--- config.mk ---
export PLATFORM = sky130hd
export DESIGN_NAME = mc_controller
export DESIGN_NICKNAME = d
export VERILOG_FILES = /design/src/rtl/mips_pkg.sv /design/src/rtl/mc_decode.sv /design/src/rtl/mc_controller.sv
export SDC_FILE = /design/constraint.sdc
export NUM_CORES = 1
export LEC_CHECK = 0
export ABC_AREA = 1
export CAP_MARGIN = 20
export CORE_MARGIN = 3
export CORE_UTILIZATION = 47
export DETAILED_ROUTE_END_ITERATION = 8
export PLACE_DENSITY = 0.8
export SLEW_MARGIN = 20
export SYNTH_ARGS = -nofsm -noshare
export SYNTH_HDL_FRONTEND = slang
export SYNTH_HIERARCHICAL = 1
export SYNTH_SLANG_ARGS = --single-unit
export TNS_END_PERCENT = 1
--- constraint.sdc ---
create_clock -name clk -period 2.6 [get_ports clk]
set_clock_uncertainty 0.05 [all_clocks]
set_input_delay 0.52 -clock clk [delete_from_list [all_inputs] [get_ports clk]]
set_output_delay 0.52 -clock clk [all_outputs]
set_load 0.01 [all_outputs]
--- src/rtl/mips_pkg.sv ---
// mips_pkg: opcode/funct constants, control encodings, FSM states and decode types for mc_controller
package mips_pkg;
   localparam logic [5:0] OP_RTYPE = 6'h00;
   localparam logic [5:0] OP_ORI   = 6'h0d;
   localparam logic [5:0] OP_LW    = 6'h23;
   localparam logic [5:0] OP_SW    = 6'h2b;
   localparam logic [5:0] OP_BEQ   = 6'h04;
   localparam logic [5:0] OP_LUI   = 6'h0f;
   localparam logic [5:0] OP_J     = 6'h02;
   localparam logic [5:0] OP_JAL   = 6'h03;
   localparam logic [5:0] FN_ADDU  = 6'h21;
   localparam logic [5:0] FN_SUBU  = 6'h23;
   localparam logic [5:0] FN_JR    = 6'h08;
   localparam logic [1:0] NPC_SEL_PC_ADD_4 = 2'b00;
   localparam logic [1:0] NPC_SEL_REG_JMP  = 2'b01;
   localparam logic [1:0] NPC_SEL_J_JMP    = 2'b10;
   localparam logic [1:0] NPC_SEL_BEQ_JMP  = 2'b11;
   localparam logic [2:0] ALU_OP_ADD = 3'b000;
   localparam logic [2:0] ALU_OP_SUB = 3'b001;
   localparam logic [2:0] ALU_OP_OR  = 3'b010;
   localparam logic [2:0] ALU_OP_LUI = 3'b011;
   localparam logic [1:0] EXT_OP_ZERO = 2'b00;
   localparam logic [1:0] EXT_OP_SIGN = 2'b01;
   localparam logic [1:0] EXT_OP_LUI  = 2'b10;
   localparam logic [1:0] REG_DST_RT = 2'b00;
   localparam logic [1:0] REG_DST_RD = 2'b01;
   localparam logic [1:0] REG_DST_RA = 2'b10;
   localparam logic [1:0] MEM_TO_REG_ALU = 2'b00;
   localparam logic [1:0] MEM_TO_REG_DM  = 2'b01;
   localparam logic [1:0] MEM_TO_REG_PC4 = 2'b10;
   typedef enum logic [2:0] {
      ST_FETCH  = 3'd0,
      ST_DECODE = 3'd1,
      ST_EXEC   = 3'd2,
      ST_MEM    = 3'd3,
      ST_WB     = 3'd4
   } state_e;
   typedef enum logic [3:0] {
      CL_NOP, CL_ILL, CL_ALU, CL_LW, CL_SW, CL_BEQ, CL_J, CL_JAL, CL_JR
   } iclass_e;
   typedef struct packed {
      logic [1:0] reg_dst;
      logic [1:0] mem_to_reg;
      logic [2:0] alu_op;
      logic       alu_src;
      logic [1:0] ext_op;
   } ctrl_t;
endpackage

--- src/rtl/mc_decode.sv ---
// mc_decode: combinational IR -> instruction class plus static datapath controls
//  ir_i   in  32  latched instruction register
//  cls_o  out     instruction class (drives state sequencing)
//  ctrl_o out     reg_dst/mem_to_reg/alu_op/alu_src/ext_op, constant for the whole instruction
module mc_decode
   import mips_pkg::*;
(
   input  logic [31:0] ir_i,
   output iclass_e     cls_o,
   output ctrl_t       ctrl_o
);
   logic [5:0] op, fn;
   assign op = ir_i[31:26];
   assign fn = ir_i[5:0];
   always_comb begin
      cls_o  = CL_ILL;
      ctrl_o = '0;
      case (op)
         OP_RTYPE: begin
            if (fn == FN_ADDU || fn == FN_SUBU) begin
               cls_o          = CL_ALU;
               ctrl_o.reg_dst = REG_DST_RD;
               ctrl_o.alu_op  = fn == FN_SUBU ? ALU_OP_SUB : ALU_OP_ADD;
            end else if (fn == FN_JR) cls_o = CL_JR;
            else if (ir_i == '0) cls_o = CL_NOP;
         end
         OP_ORI: begin
            cls_o          = CL_ALU;
            ctrl_o.alu_src = 1'b1;
            ctrl_o.alu_op  = ALU_OP_OR;
            ctrl_o.ext_op  = EXT_OP_ZERO;
         end
         OP_LUI: begin
            cls_o          = CL_ALU;
            ctrl_o.alu_src = 1'b1;
            ctrl_o.alu_op  = ALU_OP_LUI;
            ctrl_o.ext_op  = EXT_OP_LUI;
         end
         OP_LW: begin
            cls_o             = CL_LW;
            ctrl_o.alu_src    = 1'b1;
            ctrl_o.ext_op     = EXT_OP_SIGN;
            ctrl_o.mem_to_reg = MEM_TO_REG_DM;
         end
         OP_SW: begin
            cls_o          = CL_SW;
            ctrl_o.alu_src = 1'b1;
            ctrl_o.ext_op  = EXT_OP_SIGN;
         end
         OP_BEQ: begin
            cls_o         = CL_BEQ;
            ctrl_o.alu_op = ALU_OP_SUB;
            ctrl_o.ext_op = EXT_OP_SIGN;
         end
         OP_J:   cls_o = CL_J;
         OP_JAL: begin
            cls_o             = CL_JAL;
            ctrl_o.reg_dst    = REG_DST_RA;
            ctrl_o.mem_to_reg = MEM_TO_REG_PC4;
         end
         default: ;
      endcase
   end
endmodule

--- src/rtl/mc_controller.sv ---
// mc_controller: multi-cycle FETCH/DECODE/EXEC/MEM/WB control FSM with internal IR
//  clk, reset (async, active-low); instruction[31:0] from IFU; zero from ALU (used only in beq EXEC)
//  ir_we, pc_we, NPCSel[1:0] to IFU; reg_we, reg_dst, alu_src, alu_op, ext_op, mem_we, mem_to_reg to datapath
//  illegal: one-cycle pulse in DECODE for unsupported encodings; state[2:0]: current FSM state
//  MC_CTRL_PERF_EN: adds cycle_cnt/instret_cnt[CNT_W-1:0] performance counters
module mc_controller
   import mips_pkg::*;
#(
   parameter int RA_REG = 31
`ifdef MC_CTRL_PERF_EN
   , parameter int CNT_W = 32
`endif
) (
   input  logic        clk,
   input  logic        reset,
   input  logic [31:0] instruction,
   input  logic        zero,
   output logic        ir_we,
   output logic        pc_we,
   output logic [1:0]  NPCSel,
   output logic        reg_we,
   output logic [1:0]  reg_dst,
   output logic        alu_src,
   output logic [2:0]  alu_op,
   output logic [1:0]  ext_op,
   output logic        mem_we,
   output logic [1:0]  mem_to_reg,
   output logic        illegal,
   output logic [2:0]  state
`ifdef MC_CTRL_PERF_EN
   , output logic [CNT_W-1:0] cycle_cnt
   , output logic [CNT_W-1:0] instret_cnt
`endif
);
   state_e      state_q, state_d;
   logic [31:0] ir_q;
   iclass_e     cls;
   ctrl_t       ctrl;
   logic        fin, reg_wr, mem_wr, ill;
   logic [1:0]  npc;
   // reg_dst=RA_REG only names the link register; the index itself is muxed in downstream
   if (RA_REG != 31) begin : g_ra_custom
   end
   mc_decode u_decode (
      .ir_i   (ir_q),
      .cls_o  (cls),
      .ctrl_o (ctrl)
   );
   always_ff @(posedge clk or negedge reset) begin
      if (!reset) begin
         state_q <= ST_FETCH;
         ir_q    <= '0;
      end else begin
         state_q <= state_d;
         if (ir_we) ir_q <= instruction;
      end
   end
   // fin marks the last state of an instruction: it owns the single pc_we pulse
   always_comb begin
      state_d = ST_FETCH;
      fin     = 1'b0;
      reg_wr  = 1'b0;
      mem_wr  = 1'b0;
      ill     = 1'b0;
      npc     = NPC_SEL_PC_ADD_4;
      case (state_q)
         ST_FETCH: state_d = ST_DECODE;
         ST_DECODE: begin
            if (cls inside {CL_ALU, CL_LW, CL_SW, CL_BEQ}) state_d = ST_EXEC;
            else begin
               fin    = 1'b1;
               reg_wr = cls == CL_JAL;
               ill    = cls == CL_ILL;
               npc    = cls == CL_JR ? NPC_SEL_REG_JMP :
                        (cls == CL_J || cls == CL_JAL) ? NPC_SEL_J_JMP : NPC_SEL_PC_ADD_4;
            end
         end
         ST_EXEC: begin
            if (cls == CL_BEQ) begin
               fin = 1'b1;
               npc = zero ? NPC_SEL_BEQ_JMP : NPC_SEL_PC_ADD_4;
            end else state_d = cls == CL_ALU ? ST_WB : ST_MEM;
         end
         ST_MEM: begin
            if (cls == CL_SW) begin
               fin    = 1'b1;
               mem_wr = 1'b1;
            end else state_d = ST_WB;
         end
         ST_WB: begin
            fin    = 1'b1;
            reg_wr = 1'b1;
         end
         default: ;
      endcase
   end
   // strobes are qualified with reset so nothing writes while reset is held low
   assign ir_we      = reset & (state_q == ST_FETCH);
   assign pc_we      = reset & fin;
   assign reg_we     = reset & reg_wr;
   assign mem_we     = reset & mem_wr;
   assign NPCSel     = npc;
   assign illegal    = ill;
   assign reg_dst    = ctrl.reg_dst;
   assign mem_to_reg = ctrl.mem_to_reg;
   assign alu_op     = ctrl.alu_op;
   assign alu_src    = ctrl.alu_src;
   assign ext_op     = ctrl.ext_op;
   assign state      = state_q;
`ifdef MC_CTRL_PERF_EN
   logic [CNT_W-1:0] cycle_q, instret_q;
   always_ff @(posedge clk or negedge reset) begin
      if (!reset) begin
         cycle_q   <= '0;
         instret_q <= '0;
      end else begin
         cycle_q <= cycle_q + CNT_W'(1);
         if (pc_we) instret_q <= instret_q + CNT_W'(1);
      end
   end
   assign cycle_cnt   = cycle_q;
   assign instret_cnt = instret_q;
`endif
endmodule

======== Yosys cells after proc, flatten, opt, wreduce, memory -nomap -nowiden ========
Cells that the tools add are included.
word-level totals
  register bits after elaboration ......... 35
  input port bits ......................... 35
  output and inout bits ................... 20
  logic and storage cells ................. 69
operators by class
  equality and inequality tests ........... 22
  mux-type cells .......................... 32
  bitwise gates (word level) .............. 4
  reductions and logical operators ........ 9
operator list
  kind                  number
  $logic_not A32 Y1     1
  $pmux W4 S7           1
  $eq A6 B6 Y1 const B  4
  $pmux W3 S4           2
  $eq A6 B4 Y1 const B  3
  $eq A4 B3 Y1 const B  4
  $pmux W2 S2           4
  $eq A6 B2 Y1 const B  2
  $mux W2               6
  $mux W3               4
  $mux W1               11
  $eq A4 B2 Y1 const B  2
  $mux W4               2
  $eq A3 B2 Y1 const B  2
  $eq A6 B3 Y1 const B  1
  $logic_not A6 Y1      1
  $and A1 B1 Y1         4
  $eq A4 B1 Y1 const B  1
  $eq A4 B4 Y1 const B  1
  $pmux W1 S4           1
  $reduce_bool A4 Y1    1
  $reduce_or A4 Y1      1
  $eq A3 B1 Y1 const B  1
  $eq A3 B3 Y1 const B  1
  5 further kinds       6

======== Longest topological paths before layout ========
  word-level depth ........................ 11
  mapped depth ............................ 13

======== Hierarchy ========
The synthesis kept the hierarchy.
modules (own cells, without submodules)
  module         instances  cells each  area an instance (um^2)  seq. area each (um^2)
  mc_controller  1          188         1541.5                   875.8
  mc_decode      1          69          349.1                    0.0

======== Worst setup path before layout ========
Ideal clock, no wire load.
  path kind ............................... flip-flop to output port
  from .................................... register ir_q[28]
  to ...................................... output pc_we
  data arrival time ....................... 1.639 ns
  required time ........................... 2.030 ns
  setup slack ............................. 0.391 ns
  cell stages (with the launch flop) ...... 14
  buffers on the path ..................... 0
  path through ............................ dfrtp_1 nand2_1 inv_1 nand3_1 inv_1 nor3_1 nand2_1 inv_1 nand2_1 nor2_1 nand2_1 nand2_1 nor2_1 nor2_1
between the ends
  elaborated cells between the ends (all ways) .. 24
RTL lines
  item                                  RTL line             source
  start, declared                       mc_controller.sv:36  logic [31:0] ir_q;
  start signal, assigned                mc_controller.sv:55  if (ir_we) ir_q <= instruction;
  $eq A6 B4 Y1                          mc_decode.sv:18      case (op)
  $reduce_or A2 Y1 (no source line)     --
  $pmux W4 S7 (*)                       mc_decode.sv:18
  via cls[1]                            mc_controller.sv:37  iclass_e cls;
  $eq A4 B2 Y1 (tied with other cells)  mc_controller.sv:69  if (cls inside {CL_ALU, CL_LW, CL_SW, CL_BEQ}) state_d = ST_EXEC;
  $reduce_bool A4 Y1                    mc_controller.sv:69
  $mux W1                               mc_controller.sv:69
  $pmux W1 S4 (*)                       mc_controller.sv:66  case (state_q)
  $and A1 B1 Y1 (*)                     mc_controller.sv:99  assign pc_we = reset & fin;
  end, declared                         mc_controller.sv:19  output logic pc_we,
Mark *: on every way through the listed nets, which the timed path passes. The rest lies on a longest branch.

======== Worst setup path in the final report ========
  from .................................... register ir_q[29]
  to ...................................... output pc_we
Same word-level chain as after synthesis.

==> results_dict.tcl <==
set metrics [dict create \
    drv.max_cap_violation_count 0 \
    max_freq_mhz 368.6 \
    post-synth-top-area-fraction_pct 46.33 \
    avgViaCountPerCell 4.983 \
    growth_of_design_area_from_synthesis_to_finish_pct 54.93 \
    final_routed_wirelength_across_all_metal_layers_um 5523 \
    post_route_cells_drive_above_1_share_pct 31.18 \
    yosys_warnings 6 \
    dr.first_iter.drc_count 167 \
    synth-edff-count 0 \
    synth_seq_cells 35 \
    endpoint_kind "primary output" \
    path_buf_inv 3 \
    fin_crit_ns 2.713 \
    remaining_drc_errors 0 \
    crit_type "register to primary output" \
    crit_path_max_incr_delay_ns 0.45 \
    hp-class "input pin to async pin" \
    async_reset_ff_share_pct 100.0 \
    gp_congestion 0.8434 \
    rsz0062_at_grt "yes" \
    setup_viol_count_final 3 \
    antenna_found_initial 0 \
    timing.reg2reg.setup_slack_ns 0.32 \
    timing_hold_violations_final 0 \
    ant_nets 0 \
    global_route_wire_length_before_repair_um 7790 \
    worst-endpoint-arrival_ns 2.14 \
    placed_wire_length_estimate_after_detailed_placement_um 3350 \
    gr-usage-all-layers_pct 20.12 \
    critical_path.cell_chain "nor2_4 -> nand3_2 -> inv_2 -> nand2_4 -> nor4_4 -> inv_2 -> nand2_4 -> nor2_4 -> nand2_1 -> nand2_1 -> nor2_1 -> nor2_1 -> buf_2" \
    yosys_most_used_dff "dfrtp_1" \
    insertedDiodeCount 0 \
    drt_first_pass_iters 4 \
    netlist_top_cells_count "nand2_1 (111), dfrtp_1 (35), nor2_1 (32), inv_1 (21), nand3_1 (12)" \
    core_area_sq_um 3771 \
    post-synth-top-area-cell "dfrtp_1" \
    post_route_fraction_of_the_period_consumed_by_the_critical_path_pct 104.4 \
    max-clock-path-buffers 2 \
    cts_made_buffers 5 \
    total_power_uw 3076 \
    first_global_vias 1875 \
    timing.final.max_slew_violations 0 \
    crit_path_max_fanout 4 \
    critical_path.startpoint_type "register" \
    design.portCount 55 \
    floorplan.initialDensity_pct 50.13 \
    fillerInstances 280 \
    failing_checks "setup timing" \
    critical_path_required_ns 2.03 \
    cellPowerDensity_nw_per_um2 1050 \
    clock-root-buffer "clkbuf_8" \
    syn_nets 292 \
    insertion_delay_ns 0.29 \
    fp.dieArea_sq_um 4819 \
    cts_tree "built" \
    grt_start_max_net_pins 36 \
    postSynthCellCount 257 \
    final_core_util_pct 77.67 \
    ys_seq_area_share_pct 46.33 \
    critical-path-slowest-cell "dfrtp_2" \
    final_nets 391 \
    ctsHtreeMaxLevel 2 \
    num_rows 22 \
    synth_area_per_cell_sq_um 7.356 \
    worst_path_dominant_cell_family "simple AND/OR/NAND/NOR gates" \
    worst_ir_drop_vdd_v 0.0004921 \
    post_synth_main_area_contributors "dfrtp_1 (46%), nand2_1 (22%), nor2_1 (6.4%)" \
    grt_remaining_overflow 0 \
    path_clk_slew_ns 0.07 \
    netlist_area_sq_um 1891 \
    cts_sinks 35 \
    fp.dieW_um 69.42 \
    numPortBuffers 53 \
    status "finished, violations left" \
    drt-wirelength-per-cell_um 13.67 \
    power.static_leakage_uw 0.001582 \
    synthMostInstantiatedCell "nand2_1" \
    final_worst_slack_ns -0.1132 \
    die_height_um 69.42 \
    dr_total_vias 2013 \
    yosysUniqueCellTypes 24 \
]
-- final timing paths --
kind | endpoint | depth (start not counted) | startpoint
setup / recovery | pc_we | 13 | ir_q[29]
hold / removal | ir_q[28] | 2 | reset
setup reg to reg | state[0] | 15 | ir_q[29]
hold reg to reg | ir_q[20] | 2 | ir_q[20]
max in group asynchronous | ir_q[27] | 2 | reset
min in group clk | ir_q[20] | 2 | ir_q[20]
-- cell usage in the layout (no fill, tap or decap), drive strengths merged, types with 4 or more instances in the layout --
master / netlist / routed
clkdlybuf4s50: 0 / 42
buf: 7 / 52
dfrtp: 35 / 35
nor3: 4 / 4
nand4: 4 / 4
nor2: 36 / 36
clkbuf: 0 / 6
nand3: 17 / 17
inv: 21 / 21
nand2: 121 / 121
-- registers in the layout, summed over array words and instances, names as in the netlist --
| register | flops |
|---|---|
| state | 3 |
| ir_q | 32 |
-- per-stage QoR --
stage	instances	setup slack [ns]	cell area (sq um)	TNS (ns)	hold WS (ns)
after detailed placement	378	-0.1836	2614	-0.6491	0.4162
after global placement	378	-0.1243	2614	-0.3343	0.4128
after floorplan	257	0.3911	1891	0	0.1744
after CTS	396	-0.03820	2808	-0.05697	0.3063
final	404	-0.1132	2929	-0.1850	0.2917
after global routing	404	-0.2307	2929	-0.8434	0.3244
-- power by group --
group	leakage (uW)	switching (uW)	internal (uW)
sequential	0.000429	209	806
clock	0.0000440	191	183
combinational	0.00111	909	778
total	0.00158	1310	1770
-- logic make-up after synthesis --
| kind of cell | synth area share (%) |
|---|---|
| buffers and inverters | 7.875 |
| AND/OR/NAND/NOR | 44.14 |
| other | 0.1984 |
| AO/OA/AOI/OAI | 1.456 |
| flip-flops | 46.33 |
-- area by class of cell --
| class | instances | area (sq um) | area share (%) |
|---|---|---|---|
| clock buffer | 5 | 68.82 | 2.349 |
| clock inverter | 2 | 13.76 | 0.4699 |
| inverter | 22 | 83.83 | 2.862 |
| multi-input combinational | 193 | 974.7 | 33.28 |
| sequential | 35 | 880.8 | 30.07 |
| tap | 48 | 60.06 | 2.050 |
| timing repair buffer | 99 | 847.1 | 28.92 |
-- per-layer routing --
layer / global-route usage, % / vias to the layer above / part of all wire, %
met2: 37.50 / 74 / 52
met1: 20.91 / 938 / 40
met4: 11.71 / 0 / 3.8
li1: - / 983 / -
met5: 0 / - / 0
met3: 3.333 / 18 / 4.7
-- what timing repair did --
action                     CTS  global route
resized for setup           34            31
setup endpoints to repair    6             9
pin swaps                    4            19
hold buffers                 0             0
setup buffers               11             8
Power figures use the tool's default switching activity.
